**src/rtl/bet_update_if.sv**
```systemverilog
// Erase-notification and shared BET RAM port bundle for bet_update.
// Latency: none; this bundle only groups signals.
// Backpressure: erase side is valid/ready; RAM side is req/gnt arbitration.
interface bet_update_if #(
    parameter int ADDR_W = 12
);
    logic              erase_valid;
    logic [ADDR_W-1:0] erase_addr;
    logic              erase_ready;
    logic              addr_err;
    logic              ram_req;
    logic              ram_gnt;
    logic [ADDR_W-1:0] ram_addr;
    logic              ram_w;
    logic              ram_w_en;
    logic              ram_r;

    // Flash controller / RAM arbiter side
    modport master (
        output erase_valid, erase_addr, ram_gnt, ram_r,
        input  erase_ready, addr_err, ram_req, ram_addr, ram_w, ram_w_en
    );

    // bet_update side
    modport slave (
        input  erase_valid, erase_addr, ram_gnt, ram_r,
        output erase_ready, addr_err, ram_req, ram_addr, ram_w, ram_w_en
    );
endinterface

```
**src/rtl/bet_update.sv**
```systemverilog
// BET flag read-modify-write on block erase, erase/flag counters and wear-level trigger.
// Latency: accept to BET write 4 cycles with grant held; back to ready after 5 (4 if already flagged).
// Backpressure: erase_ready low while an RMW or a pending BET clear is outstanding; RAM waits on ram_gnt.
module bet_update #(
    parameter int ADDR_W   = 12,
    parameter int BET_SIZE = 4096,
    parameter int CNT_W    = 32,
    parameter int T        = 100
) (
    input  logic             clk_50,
    input  logic             rst,
    bet_update_if.slave      bus,
    input  logic             bet_clr,
    output logic [CNT_W-1:0] e_cnt,
    output logic [CNT_W-1:0] f_cnt,
    output logic             wl_trigger
);

    typedef enum logic [2:0] {
        IDLE,
        REQ,
        RD_WAIT,
        CHECK,
        WRITE
    } state_t;

    // One extra bit so an out-of-range index is representable in the compare.
    localparam logic [ADDR_W:0]    BET_LIM = (ADDR_W + 1)'(BET_SIZE);
    // Ratio product is kept 7 bits wider than the counters so T*f_cnt never wraps.
    localparam logic [CNT_W+6:0]   T_W     = (CNT_W + 7)'(T);

    state_t            state;
    state_t            state_nxt;
    logic              clr_pend;
    logic [ADDR_W-1:0] addr_q;
    logic              accept;
    logic              addr_bad;
    logic              start_rmw;
    logic              clr_now;
    logic [CNT_W+6:0]  thresh;

    // Ready is gated by rst so every output reads 0 while reset is held.
    assign bus.erase_ready = rst && (state == IDLE) && !clr_pend && !bet_clr;
    assign accept          = bus.erase_valid && bus.erase_ready;
    assign addr_bad        = {1'b0, bus.erase_addr} >= BET_LIM;
    assign start_rmw       = accept && !addr_bad;
    // Counter clears are deferred to IDLE so an RMW in flight is never split.
    assign clr_now         = (state == IDLE) && (clr_pend || bet_clr);
    assign bus.ram_w_en    = (state == WRITE);
    assign bus.ram_w       = (state == WRITE);
    assign thresh          = T_W * {7'b0, f_cnt};

    // State register
    always_ff @(posedge clk_50 or negedge rst) begin
        if (!rst) begin
            state <= IDLE;
        end else begin
            state <= state_nxt;
        end
    end

    // Next-state decode for the RMW sequence
    always_comb begin
        state_nxt = state;
        case (state)
            IDLE:    if (start_rmw) state_nxt = REQ;
            REQ:     if (bus.ram_gnt) state_nxt = RD_WAIT;
            RD_WAIT: state_nxt = CHECK;
            CHECK:   state_nxt = bus.ram_r ? IDLE : WRITE;
            WRITE:   state_nxt = IDLE;
            default: state_nxt = IDLE;
        endcase
    end

    // Address latch, RAM request/address and error pulse
    always_ff @(posedge clk_50 or negedge rst) begin
        if (!rst) begin
            addr_q       <= '0;
            bus.ram_addr <= '0;
            bus.ram_req  <= 1'b0;
            bus.addr_err <= 1'b0;
        end else begin
            bus.addr_err <= accept && addr_bad;
            if (accept) begin
                addr_q <= bus.erase_addr;
            end
            if ((state == REQ) && bus.ram_gnt) begin
                bus.ram_addr <= addr_q;
            end
            if (start_rmw) begin
                bus.ram_req <= 1'b1;
            end else if (((state == CHECK) && bus.ram_r) || (state == WRITE)) begin
                bus.ram_req <= 1'b0;
            end
        end
    end

    // Clear-pending latch: remembers a BET clear seen while busy
    always_ff @(posedge clk_50 or negedge rst) begin
        if (!rst) begin
            clr_pend <= 1'b0;
        end else if (clr_now) begin
            clr_pend <= 1'b0;
        end else if (bet_clr) begin
            clr_pend <= 1'b1;
        end
    end

    // Erase and flag counters; e_cnt saturates, f_cnt is bounded by the table size
    always_ff @(posedge clk_50 or negedge rst) begin
        if (!rst) begin
            e_cnt <= '0;
            f_cnt <= '0;
        end else if (clr_now) begin
            e_cnt <= '0;
            f_cnt <= '0;
        end else begin
            if (start_rmw && (e_cnt != '1)) begin
                e_cnt <= e_cnt + 1'b1;
            end
            if (state == WRITE) begin
                f_cnt <= f_cnt + 1'b1;
            end
        end
    end

    // Wear-level trigger from the registered counters, one cycle behind them
    always_ff @(posedge clk_50 or negedge rst) begin
        if (!rst) begin
            wl_trigger <= 1'b0;
        end else begin
            wl_trigger <= (f_cnt != '0) && ({7'b0, e_cnt} >= thresh);
        end
    end

endmodule

```
**src/flat_wrapper.sv**
```systemverilog
// flat-port wrapper written by rule: the top's interface ports become plain ports
module bet_update_flat 
#(
    parameter int ADDR_W   = 12,
    parameter int BET_SIZE = 4096,
    parameter int CNT_W    = 32,
    parameter int T        = 100
)
  (clk_50, rst, bet_clr, e_cnt, f_cnt, wl_trigger, bus_erase_valid, bus_erase_addr, bus_ram_gnt, bus_ram_r, bus_erase_ready, bus_addr_err, bus_ram_req, bus_ram_addr, bus_ram_w, bus_ram_w_en);
  bet_update_if #(.ADDR_W(ADDR_W)) bus_i ();
  input  logic clk_50;
  input  logic rst;
  input  logic bet_clr;
  output logic [CNT_W-1:0] e_cnt;
  output logic [CNT_W-1:0] f_cnt;
  output logic wl_trigger;
  input wire logic [$bits(bus_i.erase_valid)-1:0] bus_erase_valid;
  input wire logic [$bits(bus_i.erase_addr)-1:0] bus_erase_addr;
  input wire logic [$bits(bus_i.ram_gnt)-1:0] bus_ram_gnt;
  input wire logic [$bits(bus_i.ram_r)-1:0] bus_ram_r;
  output wire logic [$bits(bus_i.erase_ready)-1:0] bus_erase_ready;
  output wire logic [$bits(bus_i.addr_err)-1:0] bus_addr_err;
  output wire logic [$bits(bus_i.ram_req)-1:0] bus_ram_req;
  output wire logic [$bits(bus_i.ram_addr)-1:0] bus_ram_addr;
  output wire logic [$bits(bus_i.ram_w)-1:0] bus_ram_w;
  output wire logic [$bits(bus_i.ram_w_en)-1:0] bus_ram_w_en;
  assign bus_i.erase_valid = bus_erase_valid;
  assign bus_i.erase_addr = bus_erase_addr;
  assign bus_i.ram_gnt = bus_ram_gnt;
  assign bus_i.ram_r = bus_ram_r;
  assign bus_erase_ready = bus_i.erase_ready;
  assign bus_addr_err = bus_i.addr_err;
  assign bus_ram_req = bus_i.ram_req;
  assign bus_ram_addr = bus_i.ram_addr;
  assign bus_ram_w = bus_i.ram_w;
  assign bus_ram_w_en = bus_i.ram_w_en;
  bet_update #(.ADDR_W(ADDR_W), .BET_SIZE(BET_SIZE), .CNT_W(CNT_W), .T(T)) u_core (.clk_50(clk_50), .rst(rst), .bus(bus_i), .bet_clr(bet_clr), .e_cnt(e_cnt), .f_cnt(f_cnt), .wl_trigger(wl_trigger));
endmodule
```
**config.mk**
```make
export PLATFORM = sky130hd
export DESIGN_NAME = bet_update_flat
export DESIGN_NICKNAME = d
export VERILOG_FILES = /design/src/rtl/bet_update_if.sv /design/src/rtl/bet_update.sv /design/src/flat_wrapper.sv
export SDC_FILE = /design/constraint.sdc
export NUM_CORES = 1
export LEC_CHECK = 0
export ABC_AREA = 0
export CAP_MARGIN = 10
export CORE_MARGIN = 2
export CORE_UTILIZATION = 58
export DETAILED_ROUTE_END_ITERATION = 16
export GPL_TIMING_DRIVEN = 0
export PLACE_DENSITY = 0.79
export SYNTH_ARGS = -nofsm -noshare
export SYNTH_HDL_FRONTEND = slang
export SYNTH_SLANG_ARGS = --single-unit
```
**constraint.sdc**
```tcl
create_clock -name clk_50 -period 6.7 [get_ports clk_50]
set_input_delay 1.34 -clock clk_50 [delete_from_list [all_inputs] [get_ports clk_50]]
set_output_delay 1.34 -clock clk_50 [all_outputs]
set_load 0.005 [all_outputs]
```
Yosys cells after proc, flatten, opt, wreduce, memory -nomap -nowiden --
Index checks and enable logic that the tools add are counted.
Word-level totals: RAM bits 0, bits of input ports 18, bits in read-only memories 0, bits in latches 0, memories 0, register bits after elaboration 94, output and inout bits 82
Operators by class: add/sub/neg operators 2, shifts and indexed selects 0, reductions and logical operators 20, equality and inequality tests 7, multiply operators 1, muxes and demuxes 12, bitwise gates (word level) 0, divide/modulo/power cells 0, $lt $le $gt $ge 1
Operator list (count):
- 2-to-1 mux 32 bit | 4
- adder 32 x 1 -> 32 bit, second input constant | 2
- greater-or-equal comparator 32 x 39 -> 1 bit | 1
- multiplier 5 x 32 -> 37 bit, first input constant | 1
- != test 32 bit, second input constant | 1
- nonzero test 32 bit | 1
- one-hot mux 3 bit (4 select lines) | 1
- logical AND 1 bit | 9
- 2-to-1 mux 3 bit | 3
- nonzero test 2 bit | 4
- equality test 3 x 2 -> 1 bit, second input constant | 2
- 2-to-1 mux 1 bit | 4
- equality test 3 x 1 -> 1 bit, second input constant | 1
- equality test 3 bit, second input constant | 1
- logical NOT 3 bit | 1
- logical NOT 1 bit | 2
- logical OR 1 bit | 2
- != test 2 x 1 -> 1 bit, second input constant | 1
- != test 2 bit, second input constant | 1
- AND reduction 2 bit | 1

Logic depth before layout (Yosys ltp) --
Gate-level depths: netlist of run 1.
word-level depth 8, mapped depth 25, gate-level depth less buffers 25

Worst setup path before layout of run 1 --
OpenSTA, ideal clock, no wires.
path kind register to register, start reg u_core.f_cnt[2], end reg u_core.wl_trigger, setup slack 1996 ps, data required time 6620 ps, period minus slack after synthesis 4704 ps, arrival 4624 ps, setup time 80 ps, cell stages (with the launch flop) 22, cell sequence dfrtp_1 -> inv_1 -> ha_1 -> ha_1 -> fa_1 -> ha_1 -> a211oi_1 -> o21bai_1 -> a21oi_1 -> o21bai_1 -> a21oi_1 -> nor2_1 -> o21a_1 -> o31ai_1 -> ha_1 -> nand4_1 -> o311ai_0 -> o21bai_1 -> a21boi_0 -> o311ai_0 -> or4_1 -> nor3_2
Between the ends: cells in the longest elaborated chain, start to end 3, elaborated cells on any way between the ends 4, classes of those cells mul (1); order compare (1); reduce/logical (2)
RTL lines:
- start, declared | RTL line bet_update.sv:15 | output logic [CNT_W-1:0] f_cnt,
- start signal, assigned | RTL line bet_update.sv:122 | f_cnt <= f_cnt + 1'b1;
- multiplier 5 x 32 -> 37 bit | RTL line bet_update.sv:51 | assign thresh = T_W * {7'b0, f_cnt};
- greater-or-equal comparator 32 x 39 -> 1 bit | RTL line bet_update.sv:132 | wl_trigger <= (f_cnt != '0) && ({7'b0, e_cnt} >= thresh);
- logical AND 1 bit * | RTL line bet_update.sv:132
- end signal, assigned | RTL line bet_update.sv:132
- end, declared | RTL line bet_update.sv:16 | output logic wl_trigger
Mark *: on every way between the ends. The rest lies on a longest branch, timed or not. A chain may end at the register's enable or synchronous reset.

Worst setup path after layout of run 1 --
start reg u_core.f_cnt[0], end reg u_core.wl_trigger
The elaborated chain is that of the path after synthesis.

==> results of run 1 <==
where the power goes:
group	total (mW)	switching, mW	internal (mW)
registers	0.715	0.0573	0.658
clock network	0.553	0.255	0.298
logic	0.452	0.235	0.216
registers in the layout (all words and copies together), names as in the netlist:
| signal | flops |
|---|---|
| u_core.clr_pend | 1 |
| u_core.addr_q | 12 |
| u_core.state | 3 |
| u_core.e_cnt | 32 |
| u_core.bus.ram_req | 1 |
| u_core.wl_trigger | 1 |
| u_core.f_cnt | 32 |
| u_core.bus.ram_addr | 12 |
worst max-delay path: stages, from the launching register on:
cell and delay, ns:
dfrtp_1 0.51, ha_1 0.32, ha_1 0.31, ha_1 0.33, fa_1 0.49, a211oi_1 0.38, o21bai_1 0.13, a21oi_1 0.23
o21bai_1 0.09, a21oi_1 0.23, nor2_1 0.07, o21a_1 0.17, o31ai_1 0.40, ha_1 0.34, a21oi_1 0.13, o21ai_0 0.09
nand2b_1 0.07, o311ai_0 0.12, o21bai_1 0.17, a21boi_0 0.09, o311ai_0 0.55, or4_1 0.21, nor3_2 0.04
area by class of cell:
type,instances,area (um^2)
Inverter,118,443
Buffer,21,90.1
Timing Repair Buffer,99,1010
Sequential cell,94,2350
Fill cell,1168,4340
Multi-Input combinational cell,717,5700
Clock buffer,9,225
Tap cell,184,230
Clock inverter,7,88.8
how the worst max path moves through the flow:
stage          slack, ns           endpoint  depth (start not counted)             from
6_report            1.10  u_core.wl_trigger                         22  u_core.f_cnt[0]
5_1_grt             0.70  u_core.wl_trigger                         22  u_core.f_cnt[0]
4_1_cts             1.15  u_core.wl_trigger                         22  u_core.f_cnt[0]
3_5_place_dp        1.17  u_core.wl_trigger                         22  u_core.f_cnt[0]
3_3_place_gp       -0.68    bus_erase_ready                          3              rst
2_1_floorplan       2.00  u_core.wl_trigger                         21  u_core.f_cnt[2]
per-stage QoR:
stage	power (mW)	instances	util, %	hold slack [ns]
4_1_cts	1.73	1249	70.0	0.506
3_5_place_dp	1.17	1233	67.8	0.488
2_1_floorplan	0.947	950	-	0.474
6_report	1.72	1249	70.0	0.503
5_1_grt	1.80	1249	70.0	0.523
3_3_place_gp	1.16	1232	67.7	0.483
layer usage:
metal  vias to the layer above  wire length, um  global-route usage, %
li1                       3510                -                      -
met1                      3411             9470                   36.4
met4                         0              522                   9.61
met5                         -                0                      0
met2                       144             9500                   42.7
met3                        33              796                   4.33
synthesized netlist by cell type, drive strengths merged, types with 2 or more instances:
cell    count  area share [%]
a211oi      5            0.44
a21o       18             1.6
a21oi      48             2.8
a221oi      4            0.41
a31oi       7            0.58
and2        7            0.51
and3        7            0.51
and4       11             1.1
buf         5            0.35
clkbuf     16            0.70
dfrtp      94              27
fa         27             6.3
ha        149              22
inv       118             5.2
mux2       25             3.3
mux2i      10             1.2
nand2      75             3.3
nand2b      2            0.15
nand3      61             3.6
nand3b      2            0.17
nand4      19             1.5
nor2       72             3.2
nor3       11            0.76
nor4        5            0.36
o211ai      4            0.41
o21a        4            0.35
o21ai      50             3.0
o21bai      9            0.83
o311ai      2            0.20
o31a        2            0.20
o31ai       4            0.35
or2         2            0.15
or3         3            0.22
or4         2            0.17
xnor2      23             2.3
xor2       35             3.6
cells by family (layout without fill, tap and decap cells):
logic type	after synthesis	after routing	share of synthesized area, %
buffers and inverters	139	254	6.21
muxes	35	35	4.44
xor gates and xnor gates	58	58	5.92
other	1	1	0.0437
adders and majority gates	176	176	28.0
and+or+nand+nor	284	284	16.1
DFF	94	94	27.4
AOI/OAI and AO/OA	163	163	11.9
==> summary.txt, run 1 <==
Critical path
  – CP Class: flop to flop
  – CP Max Fanout: 9
  – Launch point of the worst reg-to-reg path: u_core.f_cnt[0]
  – Flop2flop setup slack: 1.10 ns
  – Worst setup EP type: flop
  – Worst setup SP type: flop
  – Worst EP arrival: 5.86 ns
  – Worst R2R End: u_core.wl_trigger
  – R2R cell count: 22
  – Critical Path RT: 6.96 ns

Min path
  – Hold endpoint: u_core.addr_q[2]
  – Hold_sp: u_core.addr_q[2]
  – Hold Path Class: flop to flop
  – Worst Hold Depth: 1

Synthesis
  – Mapped Nets: 1,144
  – Yosys Warn Count: 0
  – Synth Register Bits: 94
  – Syn_area_per_cell: 9.04 um^2
  – Post-Syn Instances: 950
  – Fraction of the yosys area taken by sequential cells: 27.4%
  – Number of synthesized flops with an enable pin: 0
  – Post-synth top flop: dfrtp_1
  – Post-synth ARST share: 100%
  – Unique masters post-synth: 57
  – Mapped cell area: 0.00859 mm^2

Finish
  – Share of layout cells above drive strength 1: 5.73%
  – Final nets: 1,254
  – Leading cell type in the layout, fill and taps excluded: ha_1
  – Layout area overhead: 18.1%
  – N_diodes: 0
  – Commonest cells after routing, fill and taps aside: ha_1 (149), inv_1 (118), clkdlybuf4s50_1 (97)
  – Post-route cell area: 0.0101 mm^2

Timing
  – Sum Neg Setup Slack: 0 ns
  – Worst Tran Pin Value: 1.20 ns
  – Fin crit share: 83.6%
  – Fin. Hold Viols: 0
  – Final clock skew: 0.00871 ns
  – Worst setup margin: 1.10 ns
  – Setup violators final: 0
  – Slew Limit Fails: 0
  – Minimum clock period: 5.60 ns
  – Worst relative slew slack: 19.8%
  – Max Fclk: 178 MHz
  – Unrepaired setup endpoints after global routing: no

CTS
  – Post_cts resized: 0
  – Clock Latency Late Sink: 0.36 ns
  – H-Tree Depth: 3
  – Clock buffer depth: 2
  – CTS hold repair buffers: 0
  – Worst-path clk slew: 0.08 ns
  – CTS tree: built
  – CTS root buffer: clkbuf_16
  – Post-CTS setup buffers: 0
  – CTS Buf Count: 9
  – # clock sinks: 94

Floorplanning
  – Die X-Extent: 126 um
  – Initial Util: 59.3%
  – I/O pin cnt: 100
  – Die height: 126 um
  – FP Rows: 44
  – Core area: 0.0145 mm^2
  – Die area: 0.0158 mm^2

GRT
  – Initial antenna violation count: 0
  – Largest net degree at the start of global routing: 60
  – GRT Resource Usage Total: 26.5%
  – Remaining Overflow, GRT: 0
  – First-pass GRT wire length: 34,200 um
  – Number of global-route vias before repair: 6,990

Run status
  – Status: complete, no violations

Placed design
  – Placer Congestion: 0.930
  – Port bufs: 98
  – Dpl ws: 1.17 ns
  – Placed Instance Area: 0.00982 mm^2
  – Detail Placement HPWL: 16,000 um

Pwr
  – Worst vdd ir: 0.207 mV
  – Leakage power: 5.04 nW
  – Pwr Density: 170 mW/mm^2

Route
  – WL/cell: 16.2 um
  – Number of vias per cell: 5.68
  – Final WL: 20,300 um
  – Routed Antenna Nets: 0
  – DRT Pass-1 Iters: 5
  – Drt initial violations: 389
  – Total number of vias: 7,098
  – DRC Markers: 0

Run
  – Max-Cap Viols: 0
Note: power is estimated with default switching activity, not from simulation.
==> run 2, diff against run 1 <==
- clock period: 6.7 -> 5.5 ns (I/O delays scaled with it)
==> summary.txt, run 2 (same netlist as run 1, synthesis figures left out) <==
Critical path
  – Critical Path RT: 5.79 ns (was 6.96 ns)
  – CP startpoint: u_core.f_cnt[0] (unchanged)
  – CP Class: flop to flop (unchanged)
  – R2R cell count: 20 (was 22)
  – Flop2flop setup slack: 0.40 ns (was 1.10 ns)
  – CP Max Fanout: 9 (unchanged)
  – Worst EP arrival: 5.39 ns (was 5.86 ns)
  – Worst setup EP type: flop (unchanged)
  – Launch point of the worst reg-to-reg path: u_core.f_cnt[0] (unchanged)
  – Worst setup SP type: flop (unchanged)
  – CP endpoint: u_core.wl_trigger (unchanged)
  – Worst R2R End: u_core.wl_trigger (unchanged)

Pwr
  – Pwr Density: 207 mW/mm^2 (was 170 mW/mm^2)
  – Flop pwr share: 41.4% (was 41.6%)
  – Clock power share: 32.0% (was 32.2%)
  – Worst vdd ir: 0.252 mV (was 0.207 mV)
  – Switch share: 31.9% (was 31.8%)
  – Int Power: 1.43 mW (was 1.17 mW)
  – Leakage power: 5.04 nW (about the same)
  – Comb power frac: 26.5% (was 26.3%)
  – Psw: 0.671 mW (was 0.548 mW)

Timing
  – Setup violators final: 0 (unchanged)
  – Slew Limit Fails: 0 (unchanged)
  – Fin. Hold Viols: 0 (unchanged)
  – Worst relative slew slack: 20.8% (was 19.8%)
  – Unrepaired setup endpoints after global routing: no (unchanged)
  – Worst Tran Pin Value: 1.18 ns (was 1.20 ns)
  – Minimum clock period: 5.10 ns (was 5.60 ns)
  – Worst setup margin: 0.403 ns (was 1.10 ns)
  – Final hold slack: 0.503 ns (about the same)
  – Fin crit share: 92.7% (was 83.6%)
  – Final clock skew: 0.00893 ns (was 0.00871 ns)
  – Max Fclk: 196 MHz (was 178 MHz)
  – Sum Neg Setup Slack: 0 ns (unchanged)

Placed design
  – Port bufs: 98 (unchanged)
  – Detail Placement HPWL: 16,000 um (unchanged)
  – Dpl ws: -0.0280 ns (was 1.17 ns)
  – Placer Congestion: 0.930 (unchanged)

GRT
  – Gr busiest metal: met2 (unchanged)
  – Number of global-route vias before repair: 6,990 (unchanged)
  – Initial antenna violation count: 0 (unchanged)
  – Met2 Usage GRT: 42.7% (unchanged)
  – Largest net degree at the start of global routing: 60 (unchanged)
  – Met1 usage: 36.4% (unchanged)
  – Remaining Overflow, GRT: 0 (unchanged)
  – GRT Resource Usage Total: 26.5% (unchanged)
  – First-pass GRT wire length: 34,200 um (unchanged)
  – GR Layer Usage met3: 4.33% (unchanged)

CTS
  – Post-CTS setup buffers: 0 (unchanged)
  – Worst-path clk slew: 0.08 ns (about the same)
  – CTS Buf Count: 9 (unchanged)
  – H-Tree Depth: 3 (unchanged)
  – CTS hold repair buffers: 0 (unchanged)
  – Clock Latency Late Sink: 0.36 ns (about the same)
  – Clock buffer depth: 2 (unchanged)
  – Post_cts resized: 1 (was 0)
  – CTS root buffer: clkbuf_16 (unchanged)
  – CTS tree: built (unchanged)
  – # clock sinks: 94 (unchanged)

Finish
  – N_diodes: 0 (unchanged)
  – Share of layout cells above drive strength 1: 6.87% (was 5.73%)
  – Leading cell type in the layout, fill and taps excluded: ha_1 (unchanged)
  – Final nets: 1,252 (was 1,254)
  – Commonest cells after routing, fill and taps aside: ha_1 (149), inv_1 (118), clkdlybuf4s50_1 (97) (unchanged)
  – Layout area overhead: 18.5% (was 18.1%)
  – Largest registers: u_core.e_cnt x32, u_core.f_cnt x32 (unchanged)

Route
  – DRT Pass-1 Iters: 8 (was 5)
  – WL/cell: 16.3 um (was 16.2 um)
  – Number of vias per cell: 5.69 (was 5.68)
  – Total number of vias: 7,101 (was 7,098)
  – Drt initial violations: 401 (was 389)
  – Routed Antenna Nets: 0 (unchanged)
  – Final WL: 20,400 um (was 20,300 um)
  – DRC Markers: 0 (unchanged)

Floorplanning
  – FP Rows: 44 (unchanged)
  – Core area: 0.0145 mm^2 (unchanged)
  – Initial Util: 59.3% (unchanged)
  – Die X-Extent: 126 um (unchanged)
  – Die area: 0.0158 mm^2 (unchanged)
  – Die height: 126 um (unchanged)
  – I/O pin cnt: 100 (unchanged)

Min path
  – Hold Path Class: flop to flop (unchanged)

Run status
  – Status: complete, no violations (unchanged)

Run
  – Max-Cap Viols: 0 (unchanged)
[run 2: worst min path at each step]
stage | cells past startpoint | endpoint | startpoint | slack, ns
finish | 1 | u_core.addr_q[2] | u_core.addr_q[2] | 0.50
global route | 1 | u_core.addr_q[3] | u_core.addr_q[3] | 0.52
CTS | 1 | u_core.addr_q[2] | u_core.addr_q[2] | 0.51
detailed placement | 1 | u_core.addr_q[4] | u_core.addr_q[4] | 0.49
global placement | 1 | u_core.addr_q[3] | u_core.addr_q[3] | 0.48
floorplan | 1 | u_core.bus.ram_addr[0] | u_core.addr_q[0] | 0.47
[run 2: power by group through the flow]
stage / Sequential, mW / Combinational, mW / Clock (mW)
floorplan: 0.871 / 0.283 / 0
global placement: 0.879 / 0.535 / 0
detailed placement: 0.883 / 0.548 / 0
CTS: 0.872 / 0.554 / 0.686
global route: 0.887 / 0.604 / 0.708
finish: 0.871 / 0.558 / 0.674
[run 2: per-layer routing]
metal	wire length [um]	part of all wire (%)
met5	0	0
met4	502	2.5
met3	808	4.0
met2	9520	47
met1	9530	47
[run 2: through the flow]
stage                     total power [mW]  std cells  util, %  cell area, um^2
after floorplan                       1.15        950        -             8590
after global placement                1.41       1232     67.7             9800
after detailed placement              1.43       1233     67.8             9820
after CTS                             2.11       1249     70.0            10100
after global routing                  2.20       1247     70.3            10200
final                                 2.10       1247     70.3            10200
[run 2: critical path: stages (launching register included)]
cell and delay, ns:
dfrtp_2 0.49, ha_1 0.28, ha_1 0.31, ha_1 0.33, fa_1 0.50, a211oi_2 0.30, o21bai_1 0.11, a21oi_1 0.23
o21bai_1 0.10, a21oi_2 0.18, nor2_1 0.06, o21a_1 0.20, o31ai_4 0.24, ha_1 0.18, nand4_1 0.11, o311ai_0 0.36
o21bai_1 0.13, a21boi_0 0.18, o311ai_1 0.17, or4_1 0.44, nor3_2 0.11
[run 2: area by class of cell]
class | instances | area [um^2]
repair buffers | 99 | 1010
multi-input cells | 717 | 5740
flip-flops and latches | 94 | 2360
clock inverters | 7 | 88.8
inverters | 118 | 443
clock buffers | 9 | 225
plain buffers | 19 | 82.6
well taps | 184 | 230
fillers | 1162 | 4300
